**src/rtl/pipe_stage_reg.sv**
```systemverilog
// pipe_stage_reg: parametrised valid/ready pipeline stage register with flush-to-bubble.
// Define PIPE_SKID_EN for the 2-entry skid variant with a registered ready_o.
module pipe_stage_reg #(
   parameter int DATA_W    = 32,
   parameter int HOLD_W    = 3,
   parameter int FLUSH_LVL = 3
) (
   input  logic              clk,
   input  logic              rst,
   input  logic [HOLD_W-1:0] hold_flag_i,
   input  logic              valid_i,
   input  logic [DATA_W-1:0] data_i,
   output logic              ready_o,
   output logic              valid_o,
   output logic [DATA_W-1:0] data_o,
   input  logic              ready_i
);

   localparam logic [31:0] FLUSH_LVL_U = 32'(FLUSH_LVL);

   logic              flush_s;
   logic              accept_s;
   logic              emit_s;
   logic              valid_r;
   logic [DATA_W-1:0] main_r;

   // Unsigned compare at 32 bits so an out-of-range FLUSH_LVL never truncates into a false match.
   assign flush_s = (32'(hold_flag_i) >= FLUSH_LVL_U);
   assign valid_o = valid_r;
   assign data_o  = main_r;

`ifdef PIPE_SKID_EN

   typedef enum logic [1:0] {
      ST_EMPTY = 2'd0,
      ST_BUSY  = 2'd1,
      ST_FULL  = 2'd2
   } state_t;

   state_t            state_r;
   state_t            state_nx_s;
   logic              ready_r;
   logic [DATA_W-1:0] skid_r;
   logic [DATA_W-1:0] main_nx_s;
   logic [DATA_W-1:0] skid_nx_s;

   assign accept_s = valid_i & ready_r;
   assign emit_s   = valid_r & ready_i;
   assign ready_o  = ready_r;

   // Next-state and entry contents; flush overrides any handshake.
   always_comb begin
      state_nx_s = state_r;
      main_nx_s  = main_r;
      skid_nx_s  = skid_r;
      if (flush_s) begin
         state_nx_s = ST_EMPTY;
         main_nx_s  = {DATA_W{1'b0}};
         skid_nx_s  = {DATA_W{1'b0}};
      end else begin
         case (state_r)
            ST_EMPTY: begin
               if (accept_s) begin
                  state_nx_s = ST_BUSY;
                  main_nx_s  = data_i;
               end else begin
                  state_nx_s = ST_EMPTY;
               end
            end
            ST_BUSY: begin
               if (accept_s && emit_s) begin
                  main_nx_s = data_i;
               end else if (accept_s) begin
                  state_nx_s = ST_FULL;
                  skid_nx_s  = data_i;
               end else if (emit_s) begin
                  state_nx_s = ST_EMPTY;
                  main_nx_s  = {DATA_W{1'b0}};
               end else begin
                  state_nx_s = ST_BUSY;
               end
            end
            ST_FULL: begin
               if (emit_s) begin
                  state_nx_s = ST_BUSY;
                  main_nx_s  = skid_r;
                  skid_nx_s  = {DATA_W{1'b0}};
               end else begin
                  state_nx_s = ST_FULL;
               end
            end
            default: begin
               state_nx_s = ST_EMPTY;
               main_nx_s  = {DATA_W{1'b0}};
               skid_nx_s  = {DATA_W{1'b0}};
            end
         endcase
      end
   end

   // State and entry registers; valid/ready are flopped from the next state to keep ready_o registered.
   always_ff @(posedge clk) begin
      if (rst) begin
         state_r <= ST_EMPTY;
         main_r  <= {DATA_W{1'b0}};
         skid_r  <= {DATA_W{1'b0}};
         valid_r <= 1'b0;
         ready_r <= 1'b1;
      end else begin
         state_r <= state_nx_s;
         main_r  <= main_nx_s;
         skid_r  <= skid_nx_s;
         valid_r <= (state_nx_s != ST_EMPTY);
         ready_r <= (state_nx_s != ST_FULL);
      end
   end

`else

   logic              valid_nx_s;
   logic [DATA_W-1:0] main_nx_s;

   assign ready_o  = ~valid_r | ready_i;
   assign accept_s = valid_i & ready_o;
   assign emit_s   = valid_r & ready_i;

   // Single entry: load on accept, clear to a bubble on emit without a replacement.
   always_comb begin
      valid_nx_s = valid_r;
      main_nx_s  = main_r;
      if (flush_s) begin
         valid_nx_s = 1'b0;
         main_nx_s  = {DATA_W{1'b0}};
      end else if (accept_s) begin
         valid_nx_s = 1'b1;
         main_nx_s  = data_i;
      end else if (emit_s) begin
         valid_nx_s = 1'b0;
         main_nx_s  = {DATA_W{1'b0}};
      end else begin
         valid_nx_s = valid_r;
         main_nx_s  = main_r;
      end
   end

   // Entry register.
   always_ff @(posedge clk) begin
      if (rst) begin
         valid_r <= 1'b0;
         main_r  <= {DATA_W{1'b0}};
      end else begin
         valid_r <= valid_nx_s;
         main_r  <= main_nx_s;
      end
   end

`endif

endmodule
```
**config.mk**
```make
export PLATFORM = sky130hd
export DESIGN_NAME = pipe_stage_reg
export DESIGN_NICKNAME = d
export VERILOG_FILES = /design/src/rtl/pipe_stage_reg.sv
export SDC_FILE = /design/constraint.sdc
export NUM_CORES = 1
export LEC_CHECK = 0
export CORE_MARGIN = 3
export CORE_UTILIZATION = 36
export DETAILED_ROUTE_END_ITERATION = 6
export GPL_TIMING_DRIVEN = 0
export PLACE_DENSITY = 0.78
export SLEW_MARGIN = 20
export SYNTH_ARGS = -nofsm -noshare
export SYNTH_HDL_FRONTEND = slang
export SYNTH_SLANG_ARGS = --single-unit
```
**constraint.sdc**
```tcl
create_clock -name clk -period 1.4 [get_ports clk]
set_clock_uncertainty 0.05 [all_clocks]
set_input_delay 0.21 -clock clk [delete_from_list [all_inputs] [get_ports clk]]
set_output_delay 0.21 -clock clk [all_outputs]
set_load 0.1 [all_outputs]
```
==> out/metrics.yaml, run 1 <==
drive_gt1_share_pct: 29.9
htreeDepth: 2
clkSlewWorstSetupHoldPaths_ns: 0.10
detail-route-antenna-nets: 0
min_period_ns: 1.44
synth_area_um2: 1220
grt_pass1_wl_um: 5910
worst-slew-pin-transition_ns: 0.509
syn_nets: 155
clockBufferDepth: 2
yosysUniqueCellTypes: 11
hold_viol: 0
fmax_mhz: 694
dieArea_um2: 4120
crit_path_start: "valid_o"
cts_hold_buf: 0
core-area_um2: 3130
r2r-start: "valid_o"
nets: 240
ys_warn_count: 0
cts_root_buf: "clkbuf_4"
post_dp_cell_area_um2: 1990
peakVddDrop_uv: 630
final_area_um2: 2000
route.detailed.drc: 0
dp_hpwl_um: 2780
overflow: 0
cts_sinks: 33
syn_area_per_cell_um2: 10.5
crit_required_ns: 1.14
drt_first_pass_iters: 4
wl_um: 3720
worstSetupPathType: "reg -> out"
setup_slack_ns: -0.0415
cp-endpoint: "ready_o"
die_width_um: 64.2
power.density_nw_per_um2: 995
end_kind: "primary output"
syn_to_final_growth_pct: 64.2
vias: 1251
drt_iter0_drc: 73
gp_congestion: 0.779
final_max_slew_viol_count: 0
start_kind: "register"
pre_cts_ws_ns: -1.14
status: "finished with violations"
grt_usage_pct: 18.4
antenna_found_initial: 0
die_h_um: 64.2
grt_pass1_vias: 1290
worst_skew_pair.late_latency_ns: 0.32
rsz0062_at_grt: "true"
antenna_cells: 0
timing.slew.headroom_pct: 66.3
cts_tree: "yes"
violations: "setup timing"
via_per_inst: 5.11
cp_max_fo: 5
r2r_slack_ns: 0.07
io_buffers: 71
numCtsBuffers: 5
hp-class: "in -> reg"
post_drt_wl_per_cell_um: 15.2
post-route-period-util_pct: 103
io_pins: 73
reg2regPathDepth: 6
synth_cells: 116
power.leakage_nw: 0.821
grt_max_degree: 11
crit_arrival_ns: 1.18
r2r_end: "data_o[9]"
setup_viol: 1
synth_seq_cells: 33
rows: 20
ys_seq_area_share_pct: 54.3
maxCapViolCount: 0
start_util_pct: 38.9
[metal layers]
metal	global-route usage [%]	share of wire [%]	vias to the layer above	routed length, um
li1	-	-	608	-
met1	20.3	39	582	1440
met2	32.6	51	53	1910
met3	5.27	7.4	8	275
met4	8.18	2.5	0	93
met5	0	0	-	0
[state kept, by name, summed over array words and instances (netlist names)]
name and flops:
data_o 32, valid_o 1
[worst min path at each step]
stage                     startpoint          to  slack [ns]  depth (start not counted)
after CTS                    valid_i  data_o[13]        0.24                          3
after global routing         valid_i  data_o[14]        0.27                          3
final                        valid_i  data_o[13]        0.24                          3
after floorplan            data_i[0]   data_o[0]        0.33                          2
after detailed placement  data_o[22]  data_o[22]        0.42                          2
after global placement    data_o[22]  data_o[22]        0.42                          2
[cells by family (layout without fill, tap and decap cells)]
logic type             count (synthesis)  count (layout)  share of synthesized area [%]
buffers and inverters                 15             100                           9.35
AND/OR/NAND/NOR                       33              33                           10.4
AO/OA/AOI/OAI                         34              34                           24.2
flip-flops                            33              33                           54.3
multiplexers                           1               1                           1.85
[metrics by stage]
step	setup TNS [ns]	hold slack [ns]	total power [W]	util (%)	std cells
floorplan	0	0.327	0.00131	-	116
global placement	-15.03	0.418	0.00149	63.6	231
finish	-0.0415	0.240	0.00199	63.9	245
detailed placement	-16.04	0.425	0.00150	63.6	231
global route	-0.0919	0.271	0.00208	63.9	245
CTS	-0.104	0.238	0.00199	60.5	238
[cells in the mapped netlist]
cell,count,area [um^2]
dfxtp_1,33,661
a32oi_1,32,280
nor2_1,32,120
buf_6,7,78.8
buf_2,4,20.0
clkbuf_1,3,11.3
a211o_1,1,8.76
a21oi_1,1,5.00
inv_1,1,3.75
mux2i_4,1,22.5
nand2b_1,1,6.26
[timing repair]
item / in CTS / in global routing
buffers inserted: 0 / 6
resized for setup: 176 / 15
setup endpoints to repair: 34 / 16
cloned: 0 / 1
[worst max-delay path, stage by stage, from the launching register on]
cell,delay [ns]
dfxtp_4,0.38
nand2b_1,0.07
buf_6,0.13
buf_8,0.12
buf_12,0.16
[power by group]
group | switching, W | leakage [nW] | internal [W]
clock | 0.000286 | 0.0314 | 0.000237
combinational | 0.000304 | 0.521 | 0.000186
sequential | 0.0000140 | 0.269 | 0.000963
[cell usage in the layout, fill, tap and decap left out]
cell type,instances
inv_1,1
nor2_1,32
buf_6,6
clkbuf_4,20
a211o_1,1
a32oi_1,32
dfxtp_4,1
clkbuf_16,1
buf_2,21
clkdlybuf4s50_1,36
dfxtp_1,32
clkbuf_8,1
buf_4,7
clkbuf_1,4
dlygate4sd2_1,1
nand2b_1,1
a21oi_1,1
buf_12,1
buf_8,1
mux2i_4,1
[cell type report]
type | instances | area, um^2
fillers | 280 | 1130
flip-flops and latches | 33 | 664
repair buffers | 78 | 664
multi-input cells | 68 | 443
plain buffers | 14 | 114
clock buffers | 7 | 55.1
well taps | 44 | 55.1
inverters | 1 | 3.75
Power figures use the tool's default switching activity.
==> inputs of run 2 (changes only) <==
--- a/config.mk
+++ b/config.mk
@@ -10,6 +10,7 @@
 export DETAILED_ROUTE_END_ITERATION = 6
 export GPL_TIMING_DRIVEN = 0
 export PLACE_DENSITY = 0.78
+export SETUP_SLACK_MARGIN = 0.3
 export SLEW_MARGIN = 20
 export SYNTH_ARGS = -nofsm -noshare
 export SYNTH_HDL_FRONTEND = slang
==> run 2 against run 1 <==
Net effect: final cell count grew 8.6%; sequential share of layout area fell by 7.6 points; final area grew 44%; hold slack better by 0.059 ns; register-to-register slack lost 0.14 ns; the flow still finishes with violations (setup timing); flip-flop and latch count is the same; count of clock-buffer cells in the layout is 1 lower; worst setup slack worse by 0.032 ns; first-iteration DRC count up 51%; critical endpoint is now data_o[6]; utilization is 28 points higher.
==> out/metrics.yaml, run 2 (synthesis gave the netlist of run 1 again) <==
drt_first_pass_iters: 4  # unchanged
post-route-period-util_pct: 105  # +2.3 points
rsz0062_at_grt: "true"
drt_iter0_drc: 110  # +51%
setup_slack_ns: -0.0733  # -0.0319 ns
syn_to_final_growth_pct: 136
io_buffers: 71  # unchanged
fin_util_pct: 91.8  # +28 points
fmax_mhz: 679  # -2.2%
cts_root_buf: "clkbuf_4"
end_kind: "register"
r2r_slack_ns: -0.07  # -0.14 ns
dieArea_um2: 4120  # unchanged
cp_max_fo: 5  # unchanged
grt_max_degree: 11  # unchanged
die_h_um: 64.2  # unchanged
start_kind: "register"
min_period_ns: 1.47  # +0.0319 ns
clockBufferDepth: 2  # unchanged
overflow: 0  # unchanged
detail-route-antenna-nets: 0  # unchanged
wl_um: 6580  # +77%
core-area_um2: 3130  # unchanged
drive_gt1_share_pct: 62.2  # +32 points
io_pins: 73  # unchanged
grt_pass1_vias: 1488  # +15%
nets: 260  # +8.3%
clkSlewWorstSetupHoldPaths_ns: 0.11  # about the same
cts_sinks: 33  # unchanged
hp-class: "in -> reg"
power.leakage_nw: 1.11  # +35%
status: "finished with violations"
holdWs_ns: 0.299  # +0.0593 ns
gp_congestion: 0.746  # -4.3%
dp_hpwl_um: 2790  # +0.61%
via_per_inst: 5.62  # +10%
cts_hold_buf: 0  # unchanged
worst-slew-pin-transition_ns: 0.503  # -0.00644 ns
power.density_nw_per_um2: 774  # -22%
hold_viol: 0  # unchanged
worst_skew_pair.late_latency_ns: 0.34  # +0.02 ns
die_width_um: 64.2  # unchanged
setup_viol: 20  # +19
maxCapViolCount: 0  # unchanged
grt_usage_pct: 25.0  # +6.6 points
r2r-start: "valid_o"
fin_tns_setup_ns: -0.636  # -0.594 ns
worstSetupPathType: "reg -> reg"
final_common_cell: "clkdlybuf4s50_1"
vias: 1494  # +19%
htreeDepth: 2  # unchanged
violations: "setup timing"
peakVddDrop_uv: 656  # +4.1%
post_drt_wl_per_cell_um: 24.7  # +63%
crit_arrival_ns: 1.64  # +0.46 ns
final_max_slew_viol_count: 0  # unchanged
hold_start: "valid_i"
crit_required_ns: 1.56  # +0.42 ns
finalPower_w: 0.00222  # +12%
mostFrequentLayoutCells: "clkdlybuf4s50_1 (36), buf_12 (35), nor2_1 (32)"
route.detailed.drc: 0  # unchanged
start_util_pct: 38.9  # unchanged
rows: 20  # unchanged
antenna_found_initial: 0  # unchanged
cts_tree: "yes"
timing.slew.headroom_pct: 66.5  # +0.20 points
grt_pass1_wl_um: 7840  # +33%
crit_path_start: "valid_o"
numCtsBuffers: 5  # unchanged
pre_cts_ws_ns: -1.13  # +0.00668 ns
antenna_cells: 0  # unchanged
largest_reg_flops: 32  # unchanged
run 2: area by class of cell:
cell class                      instances  area [um^2]
Clock buffer                            6         41.3
Sequential cell                        33          737
Fill cell                              91          256
Buffer                                 14          126
Multi-Input combinational cell         68          627
Tap cell                               44         55.1
Timing Repair Buffer                   98         1270
Clock inverter                          2         10.0
Inverter                                1         3.75
run 2: per-layer routing:
layer  track usage (%)  wire length [um]  vias up
met3              6.15               516       15
met5                 0                 0        -
li1                  -                 -      648
met1              26.7              2400      734
met4              9.23               225        0
met2              46.8              3440       97
run 2: power breakdown:
part / leakage, nW / internal (W) / switching (W)
Clock: 0.0320 / 0.000191 / 0.000349
Sequential: 0.288 / 0.000948 / 0.0000326
Combinational: 0.786 / 0.000321 / 0.000382
Total: 1.11 / 0.00146 / 0.000763
run 2: through the flow:
stage / cells / cell area, um^2
after floorplan: 116 / 1270
after global placement: 231 / 2040
after detailed placement: 231 / 2040
after CTS: 250 / 2530
after global routing: 266 / 2870
final: 266 / 2870
run 2: critical path, cell delays in order (launching register included):
cell	delay [ns]
dfxtp_4	0.38
buf_4	0.15
mux2i_4	0.19
buf_6	0.15
buf_6	0.13
a32oi_2	0.20
nor2_1	0.08
run 2: worst paths after layout:
kind	endpoint	depth (start not counted)
max	data_o[6]	6
max reg2reg	data_o[6]	6
min	data_o[14]	3
min reg2reg	data_o[26]	2
run 2: timing repair:
action / 4_1_cts / 5_1_grt
setup endpoints to repair: 64 / 67
cloned: 3 / 0
hold endpoints to repair: 0 / 0
pin swaps: 10 / 6
resized for setup: 314 / 42
buffers inserted: 8 / 16
